**src/rtl/inst_queue_pkg.sv**
```systemverilog
// Shared types and defaults for the fetch-to-decode instruction queue.
package inst_queue_pkg;

  localparam int ADDR_WIDTH      = 32;
  localparam int INST_Q_DEPTH    = 4;
  localparam int INST_Q_AF_LEVEL = 1;

  // One buffered fetch result: the pc travels with its instruction word.
  typedef struct packed {
    logic [ADDR_WIDTH-1:0] pc;
    logic [31:0]           data;
  } inst_q_entry_t;

endpackage

```
**src/rtl/inst_queue_if.sv**
```systemverilog
// Head-of-queue view handed to the decoder: valid flag plus the pc/instruction pair.
interface inst_q_output_ifc;
  import inst_queue_pkg::*;

  logic                  valid;
  logic [ADDR_WIDTH-1:0] pc;
  logic [31:0]           data;

  // The queue drives the head entry; the decoder only observes it.
  modport master (output valid, output pc, output data);
  modport slave  (input  valid, input  pc, input  data);

endinterface

```
**src/rtl/inst_queue.sv**
```systemverilog
// Instruction queue between i-cache return and decode. Circular buffer of
// {pc, data} pairs with registered outputs, stall-held head and redirect flush.
module inst_queue
  import inst_queue_pkg::*;
#(
  parameter int DEPTH    = INST_Q_DEPTH,
  parameter int AF_LEVEL = INST_Q_AF_LEVEL
) (
  input  logic                  clk,
  input  logic                  rst_n,
  input  logic                  i_valid,
  input  logic [ADDR_WIDTH-1:0] i_pc,
  input  logic [31:0]           i_data,
  output logic                  o_ready,
  output logic                  o_almost_full,
  input  logic                  i_stall,
  input  logic                  i_flush,
  inst_q_output_ifc.master      out
);

  localparam int PTR_W = $clog2(DEPTH);
  localparam int CNT_W = PTR_W + 1;

  logic [PTR_W-1:0] wrPtr_q, wrPtr_d;
  logic [PTR_W-1:0] rdPtr_q, rdPtr_d;
  logic [CNT_W-1:0] count_q, count_d;
  inst_q_entry_t    mem_q [DEPTH];

  logic push;
  logic pop;

  // Everything the outside world sees is derived from registered state only,
  // so fetch and decode never see a combinational path through the queue.
  assign o_ready       = (count_q != CNT_W'(DEPTH));
  assign o_almost_full = ((CNT_W'(DEPTH) - count_q) <= CNT_W'(AF_LEVEL));
  assign out.valid     = (count_q != '0);
  assign out.pc        = mem_q[rdPtr_q].pc;
  assign out.data      = mem_q[rdPtr_q].data;

  // A redirect wins over everything: the instruction presented in the flush
  // cycle is stale and must not enter, and the head must not be consumed.
  assign push = i_valid & o_ready & ~i_flush;
  assign pop  = out.valid & ~i_stall & ~i_flush;

  // Next-state pointers and occupancy; flush empties the queue in one edge.
  always_comb begin
    wrPtr_d = wrPtr_q;
    rdPtr_d = rdPtr_q;
    count_d = count_q;
    if (i_flush) begin
      wrPtr_d = '0;
      rdPtr_d = '0;
      count_d = '0;
    end else begin
      if (push) begin
        wrPtr_d = wrPtr_q + PTR_W'(1);
      end
      if (pop) begin
        rdPtr_d = rdPtr_q + PTR_W'(1);
      end
      count_d = count_q + {{PTR_W{1'b0}}, push} - {{PTR_W{1'b0}}, pop};
    end
  end

  // Pointer and count registers; reset discards any queued entries.
  always_ff @(posedge clk) begin
    if (!rst_n) begin
      wrPtr_q <= '0;
      rdPtr_q <= '0;
      count_q <= '0;
    end else begin
      wrPtr_q <= wrPtr_d;
      rdPtr_q <= rdPtr_d;
      count_q <= count_d;
    end
  end

  // Entry storage needs no reset: contents are only observed while counted valid.
  always_ff @(posedge clk) begin
    if (rst_n && push) begin
      mem_q[wrPtr_q] <= '{pc: i_pc, data: i_data};
    end
  end

  // Occupancy sanity: never write into a full queue, never consume from an empty one.
  always_ff @(posedge clk) begin
    if (rst_n) begin
      assert (!(push && !o_ready));
      assert (!(pop && !out.valid));
      assert (count_q <= CNT_W'(DEPTH));
    end
  end

endmodule
```
**src/flat_wrapper.sv**
```systemverilog
// flat-port wrapper written by rule: the top's interface ports become plain ports
module inst_queue_flat import inst_queue_pkg::*;
#(
  parameter int DEPTH    = INST_Q_DEPTH,
  parameter int AF_LEVEL = INST_Q_AF_LEVEL
)
  (clk, rst_n, i_valid, i_pc, i_data, o_ready, o_almost_full, i_stall, i_flush, out_valid, out_pc, out_data);
  inst_q_output_ifc out_i ();
  input  logic clk;
  input  logic rst_n;
  input  logic i_valid;
  input  logic [ADDR_WIDTH-1:0] i_pc;
  input  logic [31:0] i_data;
  output logic o_ready;
  output logic o_almost_full;
  input  logic i_stall;
  input  logic i_flush;
  output wire logic [$bits(out_i.valid)-1:0] out_valid;
  output wire logic [$bits(out_i.pc)-1:0] out_pc;
  output wire logic [$bits(out_i.data)-1:0] out_data;
  assign out_valid = out_i.valid;
  assign out_pc = out_i.pc;
  assign out_data = out_i.data;
  inst_queue #(.DEPTH(DEPTH), .AF_LEVEL(AF_LEVEL)) u_core (.clk(clk), .rst_n(rst_n), .i_valid(i_valid), .i_pc(i_pc), .i_data(i_data), .o_ready(o_ready), .o_almost_full(o_almost_full), .i_stall(i_stall), .i_flush(i_flush), .out(out_i));
endmodule
```
**config.mk**
```make
export PLATFORM = sky130hd
export DESIGN_NAME = inst_queue_flat
export DESIGN_NICKNAME = d
export VERILOG_FILES = /design/src/rtl/inst_queue_pkg.sv /design/src/rtl/inst_queue_if.sv /design/src/rtl/inst_queue.sv /design/src/flat_wrapper.sv
export SDC_FILE = /design/constraint.sdc
export NUM_CORES = 1
export LEC_CHECK = 0
export ABC_CLOCK_PERIOD_IN_PS = 8700
export CORE_AREA = 3 3 170 205
export CTS_CLUSTER_DIAMETER = 50
export DETAILED_ROUTE_END_ITERATION = 8
export DIE_AREA = 0 0 173 208
export HOLD_SLACK_MARGIN = 0.15
export SLEW_MARGIN = 30
export SYNTH_ARGS = -nofsm -noshare
export SYNTH_HDL_FRONTEND = slang
export SYNTH_SLANG_ARGS = --single-unit
export TNS_END_PERCENT = 10
```
**constraint.sdc**
```tcl
create_clock -name clk -period 8.7 [get_ports clk]
set_input_delay 0.87 -clock clk [delete_from_list [all_inputs] [get_ports clk]]
set_output_delay 0.87 -clock clk [all_outputs]
set_load 0.02 [all_outputs]
```
==> impl_metrics.tcl, run 1 <==
set metrics [dict create \
    viasPerCell 4.33 \
    root_buffer "clkbuf_16" \
    leakage_nw 3.99 \
    dpl-instance-area_sq_um 11800 \
    peakVddDrop_v 0.000129 \
    syn_avg_cell_area_sq_um 25.2 \
    multiInputGateArea_sq_um 1790 \
    initial_core_util_pct 29.8 \
    cts_hold_buf 0 \
    maxSlewViolCount 0 \
    cts_sinks 265 \
    layout_commonest_cell "edfxtp_1" \
    power_density_nw_per_um2 222 \
    rsz0062_at_grt "false" \
    ctsResizeCount 0 \
    syn_to_final_growth_pct 30.2 \
    arrival_ns 3.25 \
    finClkSkew_ns 0.00612 \
    antenna_found_initial 1 \
    fin_tns_setup_ns 0 \
    clk_latency_ns 0.53 \
    die_area_sq_um 36000 \
    num_rows 73 \
    coreArea_sq_um 33100 \
    critPathKind "reg -> out" \
    final_net_count 630 \
    detail_route.wl_per_cell_microns 18.5 \
    drc_errors 0 \
    async_flop_share_pct 0 \
    dp_cells 970 \
    start_kind "flop" \
    gr-total-overflow 0 \
    worst_slew_pin_slew_ns 0.754 \
    status "finished, final reports clean" \
    synthCells 391 \
    path_max_fanout 35 \
    netlist-cell-type-count 25 \
    synth-seq-cells 265 \
    fin_crit_sh_pct 47.4 \
    dr.pass1.iters 4 \
    via_count 4429 \
    fillers 2967 \
    cts_tree "done" \
    die_h_microns 208 \
    cap_violations 0 \
    die_w_microns 173 \
    grt_max_degree 65 \
    grt_pass1_wl_mm 29.3 \
    insertedDiodeCount 0 \
    io_buffers 135 \
    regArea_sq_um 7880 \
    most-common-layout-cells "256 x edfxtp_1, 135 x clkdlybuf4s50_1, 60 x mux4_2, 29 x clkbuf_16, 10 x ha_1" \
    drive_gt1_share_pct 21.5 \
    synth_flop_cell "edfxtp_1" \
    cts_max_level 1 \
    io_pins 136 \
    grt_usage_pct 10.5 \
    fmax_mhz 243 \
    crit_path_end_kind "primary output" \
    syn_nets 471 \
    postRouteAntennaNets 0 \
    wirelength_mm 18.9 \
    cts_setup_buffers 0 \
    hp-class "reg -> reg" \
    synth-edff-count 256 \
    finalHoldViolCount 0 \
    max_slew_margin_pct 49.7 \
    drtIter0Drc 282 \
    required_ns 7.83 \
    clk_pin_slew_ns 0.06 \
    final_area_sq_um 12800 \
    synth_seq_area_share_pct 79.9 \
    min_period_ns 4.12 \
    yosys_warnings 0 \
    hpwl_mm 11.8 \
    fin_cells 1022 \
    clk_path_buf_depth 3 \
    setup_viol 0 \
    cts-buffers-inserted 28 \
    place_congestion 0.665 \
    grt_pass1_vias 5013 \
    syn_area_sq_um 9840 \
]
## synth_stat cells, types with 2 or more instances
master	count	area (sq um)
buf_12	6	120
xnor2_1	4	35.0
nor2b_1	3	18.8
ha_1	10	125
mux4_2	60	1350
edfxtp_1	256	7690
buf_2	6	30.0
inv_1	9	33.8
and3_1	4	25.0
dfxtp_1	9	180
mux4_1	4	105
nor2_1	5	18.8
a21oi_1	2	10.0
and2_1	2	12.5
## state kept, by name (all words and copies together) (netlist names), named ones only
name	cells
u_core.rdPtr_q	2
u_core.wrPtr_q	2
u_core.mem_q	256
u_core.count_q	3
## cells by family (layout without fill, tap and decap cells)
kind of cell / Yosys count / count (layout) / synth area share [%]
flops: 265 / 265 / 79.9
mux: 65 / 65 / 14.9
buf+inv: 24 / 205 / 2.07
simple gates: 18 / 18 / 1.02
fa+ha+maj: 11 / 11 / 1.47
compound gates: 4 / 4 / 0.229
xor+xnor: 4 / 4 / 0.356
## per-layer routing
metal / global-route usage [%] / vias to the layer above / routed length (microns)
met5: 0 / - / 13
met4: 3.61 / 2 / 468
li1: - / 1981 / -
met1: 12.6 / 2297 / 7770
met2: 18.4 / 114 / 9730
met3: 2.57 / 35 / 952
## final cells by class
type,count,area share (%)
Clock buffer,32,5.91
Clock inverter,20,2.25
Inverter,9,0.264
Multi-Input combinational cell,102,14.0
Sequential cell,265,61.4
Tap cell,450,4.39
Timing Repair Buffer,144,11.8
## per-stage QoR
| step | total power, mW | hold WS, ns | utilization, % | setup WS [ns] |
|---|---|---|---|---|
| final | 2.85 | 0.516 | 38.8 | 4.58 |
| after global routing | 2.95 | 0.563 | 38.8 | 4.26 |
| after CTS | 2.89 | 0.519 | 38.8 | 4.41 |
| after detailed placement | 1.58 | 0.499 | 35.6 | 5.00 |
| after global placement | 1.57 | 0.501 | 35.2 | 5.02 |
| after floorplan | 1.50 | 0.488 | - | 5.49 |
## where the power goes
part	internal (mW)	switching, mW
Clock	0.832	0.471
Combinational	0.0694	0.0587
Sequential	1.41	0.00534
Total	2.31	0.535
## critical path, cell delays in order, from the launching register on
cell             delay (ns)
dfxtp_4                0.77
buf_4                  0.71
mux4_1                 0.65
clkdlybuf4s50_1        0.56
## worst paths after layout
path | startpoint | end | slack [ns] | cells past startpoint
max reg2reg | u_core.count_q[1]$_SDFF_PP0_ | u_core.mem_q[2][33]$_DFFE_PP_ | 6.01 | 6
min reg2reg | u_core.rdPtr_q[1]$_SDFFE_PP0P_ | flop | 0.52 | 2
max | flop | out_pc[28] | 4.58 | 3
min | u_core.rdPtr_q[1]$_SDFFE_PP0P_ | flop | 0.52 | 2
Note: power is estimated with default switching activity, not from simulation.
==> inputs of run 2 (changes only) <==
--- a/config.mk
+++ b/config.mk
@@ -5,7 +5,7 @@
 export SDC_FILE = /design/constraint.sdc
 export NUM_CORES = 1
 export LEC_CHECK = 0
-export ABC_CLOCK_PERIOD_IN_PS = 8700
+export ABC_CLOCK_PERIOD_IN_PS = 3300
 export CORE_AREA = 3 3 170 205
 export CTS_CLUSTER_DIAMETER = 50
 export DETAILED_ROUTE_END_ITERATION = 8
==> constraint.sdc (replaced) <==
create_clock -name clk -period 3.3 [get_ports clk]
set_input_delay 0.33 -clock clk [delete_from_list [all_inputs] [get_ports clk]]
set_output_delay 0.33 -clock clk [all_outputs]
set_load 0.02 [all_outputs]
==> impl_metrics.tcl, run 2 (synthesis results as in run 1) <==
set metrics [dict create \
    status "finished, final reports clean" \
    clk_path_buf_depth 3 \
    clk_latency_ns 0.54 \
    timing.rr.end "u_core.mem_q[3][12]$_DFFE_PP_" \
    r2r_cells 6 \
    p_seq_share_pct 52.1 \
    p_comb_share_pct 4.8 \
    gr-total-overflow 0 \
    swShare_pct 19.7 \
    worst-path-stages 3 \
    fin_util_pct 38.3 \
    coreArea_sq_um 33100 \
    io_pins 136 \
    final_net_count 630 \
    drtIter0Drc 186 \
    cts_sinks 265 \
    num_rows 73 \
    initial_core_util_pct 29.8 \
    max_slew_margin_pct 64.0 \
    maxSlewViolCount 0 \
    place_congestion 0.733 \
    cap_violations 0 \
    crit_buf_inv 2 \
    io_buffers 135 \
    cts_tree "done" \
    detail_route.wl_per_cell_microns 19.7 \
    start_kind "flop" \
    drive_gt1_share_pct 20.3 \
    largest_reg_flops 256 \
    setup_viol 0 \
    rsz0062_at_grt "false" \
    insertedDiodeCount 0 \
    largest_register "u_core.mem_q" \
    ctsResizeCount 0 \
    finClkSkew_ns 0.0118 \
    drc_errors 0 \
    die_w_microns 173 \
    grtUsageMet1_pct 13.4 \
    grt_pass1_vias 5074 \
    grt_max_degree 65 \
    critPathCapture "out_data[28]" \
    postRouteAntennaNets 0 \
    path_max_fanout 26 \
    crit_path_end_kind "primary output" \
    pre_cts_slack_ns 0.649 \
    hp-class "in -> reg" \
    cts_max_level 1 \
    top_usage_layer "met2" \
    finalHoldViolCount 0 \
    pwr-share-clk_pct 43.1 \
    slowest_delay_ns 0.70 \
    syn_to_final_growth_pct 28.7 \
    cpLargestDelayFamily "buffers and inverters" \
    fillers 3015 \
    die_area_sq_um 36000 \
    via_count 4484 \
    grt_usage_pct 11.1 \
    antenna_found_initial 4 \
    most-common-layout-cells "256 x edfxtp_1, 135 x clkdlybuf4s50_1, 60 x mux4_2, 29 x clkbuf_16, 10 x ha_1" \
    crit_path_top_delay_cell "dfxtp_4" \
    dpl-instance-area_sq_um 11700 \
    clk_pin_slew_ns 0.06 \
    final_area_sq_um 12700 \
    cp_cell_sequence "buf_4, mux4_2, clkdlybuf4s50_1" \
    regArea_sq_um 7880 \
    root_buffer "clkbuf_16" \
    fin_tns_setup_ns 0 \
    peakVddDrop_v 0.000405 \
    die_h_microns 208 \
    critPathKind "reg -> out" \
    cts_hold_buf 0 \
    reg_top3 "u_core.mem_q (256), u_core.count_q (3)" \
    wirelength_mm 20.1 \
    multiInputGateArea_sq_um 1790 \
    rrSetupSlack_ns 0.68 \
    viasPerCell 4.39 \
    cts-buffers-inserted 29 \
    required_ns 2.97 \
    cts_setup_buffers 0 \
    layout_commonest_cell "edfxtp_1" \
    arrival_ns 2.70 \
    p_int_mw 5.77 \
    grt_use_met3_pct 4.24 \
    min_period_ns 3.03 \
    power_density_nw_per_um2 567 \
    dr.pass1.iters 4 \
    worstReg2RegStart "u_core.count_q[1]$_SDFF_PP0_" \
    hpwl_mm 12.2 \
    grt_pass1_wl_mm 30.8 \
    fmax_mhz 330 \
    fin_crit_sh_pct 91.9 \
    worst_slew_pin_slew_ns 0.539 \
    use_met2_pct 18.7 \
    switchingPower_mw 1.42 \
    leakage_nw 3.93 \
    final.setup.worst_slack_ns 0.267 \
]
==> run 2: cell types whose count changed in the layout (fill, tap and decap cells not counted), sizes merged <==
cell / previous run / this run
clkinv: 9 / 10
inv: 10 / 12
buf: 9 / 8
clkinvlp: 3 / 0
clkbuf: 32 / 37
bufinv: 7 / 3
==> run 2: worst min-delay path by stage <==
stage	start	end	slack, ns	cells past startpoint
3_3_place_gp	u_core.rdPtr_q[0]$_SDFFE_PP0P_	u_core.rdPtr_q[0]$_SDFFE_PP0P_	0.51	2
2_1_floorplan	i_data[0]	u_core.mem_q[0][0]$_DFFE_PP_	0.43	0
3_5_place_dp	u_core.rdPtr_q[1]$_SDFFE_PP0P_	flop	0.51	2
6_report	i_data[9]	u_core.mem_q[1][9]$_DFFE_PP_	0.43	1
4_1_cts	i_data[9]	u_core.mem_q[1][9]$_DFFE_PP_	0.39	1
5_1_grt	i_data[9]	u_core.mem_q[2][9]$_DFFE_PP_	0.41	1
==> run 2: per-stage QoR <==
step / power, mW / cells / hold WS (ns)
after floorplan: 3.95 / 391 / 0.429
after global placement: 4.15 / 969 / 0.506
after detailed placement: 4.16 / 969 / 0.508
after CTS: 7.30 / 1022 / 0.394
after global routing: 7.47 / 1022 / 0.407
final: 7.18 / 1022 / 0.427
==> run 2: layout make-up <==
cell class	instances	share of cell area, %
clock inverter	16	1.31
inverter	9	0.267
tap	450	4.44
clock buffer	37	5.96
timing repair buffer	143	11.7
sequential	265	62.2
multi-input combinational	102	14.1
==> run 2: power groups by stage <==
stage	sequential, mW	clock, mW	combinational, mW
2_1_floorplan	3.81	0	0.140
5_1_grt	3.74	3.35	0.369
3_3_place_gp	3.81	0	0.336
6_report	3.74	3.10	0.343
4_1_cts	3.74	3.20	0.350
3_5_place_dp	3.81	0	0.349
==> run 2: layer usage <==
layer,share of wire (%),vias up
met1,41,2348
met2,49,116
li1,-,1975
met5,0.28,-
met4,2.0,8
met3,7.8,37
==> run 2: worst reg2reg max path, delay by kind of cell, from the launching register on <==
kind	cells	cell delay, ns
buffers and inverters	2	0.44
flip-flops	1	0.38
adder cells (fa/ha/maj)	2	0.42
AND/OR/NAND/NOR	2	1.02
==> inputs of run 3 (changes only) <==
--- a/config.mk
+++ b/config.mk
@@ -5,12 +5,16 @@
 export SDC_FILE = /design/constraint.sdc
 export NUM_CORES = 1
 export LEC_CHECK = 0
+export ABC_AREA = 1
 export ABC_CLOCK_PERIOD_IN_PS = 3300
-export CORE_AREA = 3 3 170 205
+export CELL_PAD_IN_SITES_DETAIL_PLACEMENT = 1
+export CELL_PAD_IN_SITES_GLOBAL_PLACEMENT = 1
+export CORE_AREA = 3 3 172 208
 export CTS_CLUSTER_DIAMETER = 50
 export DETAILED_ROUTE_END_ITERATION = 8
-export DIE_AREA = 0 0 173 208
+export DIE_AREA = 0 0 175 211
 export HOLD_SLACK_MARGIN = 0.15
+export PLACE_DENSITY_LB_ADDON = 0.1
 export SLEW_MARGIN = 30
 export SYNTH_ARGS = -nofsm -noshare
 export SYNTH_HDL_FRONTEND = slang
==> impl_metrics.tcl, run 3 <==
set metrics [dict create \
    synth-seq-cells 265 \
    synth.area.top_cells "edfxtp_1 76%, nor2_1 7.7%, o21ai_1 6.6%" \
    viasPerCell 4.56 \
    switchingPower_mw 1.50 \
    place_congestion 0.746 \
    cpLargestDelayFamily "buffers and inverters" \
    min_period_ns 3.07 \
    fin_crit_sh_pct 93.0 \
    die_area_sq_um 36900 \
    max_slew_margin_pct 62.6 \
    rsz0062_at_grt "false" \
    power_density_nw_per_um2 559 \
    p_comb_share_pct 4.6 \
    coreArea_sq_um 33900 \
    p_int_mw 5.76 \
    crit_buf_inv 2 \
    die_w_microns 175 \
    drtIter0Drc 268 \
    gr-total-overflow 0 \
    status "finished, final reports clean" \
    cap_violations 0 \
    pwr-share-clk_pct 44.0 \
    peakVddDrop_v 0.000257 \
    syn_to_final_growth_pct 28.4 \
    grt_use_met3_pct 2.75 \
    yosys_warnings 0 \
    yosysMostFrequentCell "edfxtp_1" \
    fillers 3604 \
    start_kind "flop" \
    finalHoldViolCount 0 \
    synth-edff-count 256 \
    crit_path_top_delay_cell "clkdlybuf4s50_1" \
    grt_usage_pct 13.4 \
    largest_reg_flops 256 \
    grt_max_degree 61 \
    yosys.area.top_type_share_pct 76.0 \
    most-common-layout-cells "256 x edfxtp_1, 203 x nor2_1, 135 x clkdlybuf4s50_1, 134 x o21ai_1, 58 x o21ai_0" \
    finClkSkew_ns 0.00993 \
    final_net_count 984 \
    clk_path_buf_depth 3 \
    detail_route.wl_per_cell_microns 18.1 \
    wirelength_mm 25.1 \
    clk_latency_ns 0.55 \
    grt_pass1_vias 6961 \
    synthTopCellsByCount "256 x edfxtp_1, 207 x nor2_1, 134 x o21ai_1" \
    yosysTopAreaCell "edfxtp_1" \
    cts_tree "done" \
    worst_slew_pin_slew_ns 0.562 \
    synth_seq_area_share_pct 77.7 \
    final_area_sq_um 13000 \
    via_count 6317 \
    path_max_fanout 46 \
    worst_hold_slack_ns 0.422 \
    arrival_ns 2.74 \
    use_met2_pct 24.8 \
    num_rows 74 \
    postRouteAntennaNets 0 \
    ctsResizeCount 0 \
    cts_max_level 1 \
    cts_sinks 265 \
    slowest_delay_ns 0.69 \
    reg_top3 "u_core.mem_q (256), u_core.count_q (3)" \
    multiInputGateArea_sq_um 2000 \
    dr.pass1.iters 4 \
    initial_core_util_pct 29.9 \
    io_pins 136 \
    maxSlewViolCount 0 \
    async_flop_share_pct 0 \
    cp_cell_sequence "buf_4, nor2_1, o21ai_0, clkdlybuf4s50_1" \
    antenna_found_initial 2 \
    critPathKind "reg -> out" \
    layout_commonest_cell "edfxtp_1" \
    crit_path_end_kind "primary output" \
    grtUsageMet1_pct 15.9 \
    clk_pin_slew_ns 0.06 \
    hp-class "in -> reg" \
    root_buffer "clkbuf_16" \
    netlist-cell-type-count 17 \
    cts-buffers-inserted 31 \
    p_seq_share_pct 51.5 \
    io_buffers 135 \
    die_h_microns 211 \
    drc_errors 0 \
    dpl-instance-area_sq_um 12000 \
    fmax_mhz 326 \
    top_usage_layer "met2" \
    cts_setup_buffers 0 \
    synth_flop_cell "edfxtp_1" \
    syn_nets 839 \
    setup_viol 0 \
    synthCells 759 \
    swShare_pct 20.7 \
    fin_tns_setup_ns 0 \
    regArea_sq_um 7870 \
    drive_gt1_share_pct 7.34 \
    cts_hold_buf 0 \
    largest_register "u_core.mem_q" \
    syn_avg_cell_area_sq_um 13.3 \
    hpwl_mm 15.3 \
    grt_pass1_wl_mm 39.0 \
    required_ns 2.97 \
    syn_area_sq_um 10100 \
    leakage_nw 4.36 \
]
## run 3: changes by cell type in the layout (fill, tap and decap cells not counted), moves of 13 or more
cell     delta
o21ai_1   +134
nand2_1    +13
buf_4      +13
mux4_2     -60
o21ai_0    +57
nor2_1    +198
## run 3: worst paths after layout
path                                  start  depth (start not counted)                            end  slack [ns]
max                                    flop                          4                     out_pc[31]        0.23
min                                 i_pc[0]                          1  u_core.mem_q[2][32]$_DFFE_PP_        0.42
max reg2reg    u_core.count_q[1]$_SDFF_PP0_                          9  u_core.mem_q[1][36]$_DFFE_PP_        0.82
min reg2reg  u_core.rdPtr_q[0]$_SDFFE_PP0P_                          2                           flop        0.52
## run 3: per-layer routing
metal	wire [microns]	vias up
met5	13	-
met4	491	2
met3	1070	34
met2	13000	114
met1	10500	3161
li1	-	3006
## run 3: logic make-up after synthesis
kind of cell / Yosys count / synth area share (%)
flops: 265 / 77.7
fa+ha+maj: 11 / 1.43
simple gates: 224 / 8.36
buf+inv: 63 / 2.74
compound gates: 196 / 9.72
## run 3: power by group through the flow
stage / clock network, mW / logic, mW / registers (mW)
after CTS: 3.31 / 0.339 / 3.74
after global routing: 3.43 / 0.360 / 3.74
final: 3.19 / 0.331 / 3.74
after floorplan: 0 / 0.117 / 3.81
after detailed placement: 0 / 0.337 / 3.81
after global placement: 0 / 0.328 / 3.81
## run 3: cell type report
class / instances / area share, %
diodes: 1 / 0.0193
clock buffers: 39 / 6.20
clock inverters: 17 / 1.13
inverters: 23 / 0.703
multi-input cells: 431 / 15.4
flip-flops and latches: 265 / 60.6
well taps: 456 / 4.39
repair buffers: 152 / 11.6
## run 3: stage by stage
step	worst slack [ns]	util [%]	power, mW	instances
floorplan	-0.136	-	3.93	759
CTS	0.156	38.3	7.39	1383
global placement	0.782	35.5	4.14	1327
finish	0.232	38.4	7.26	1384
global route	0.0267	38.4	7.53	1384
detailed placement	0.773	35.5	4.15	1327
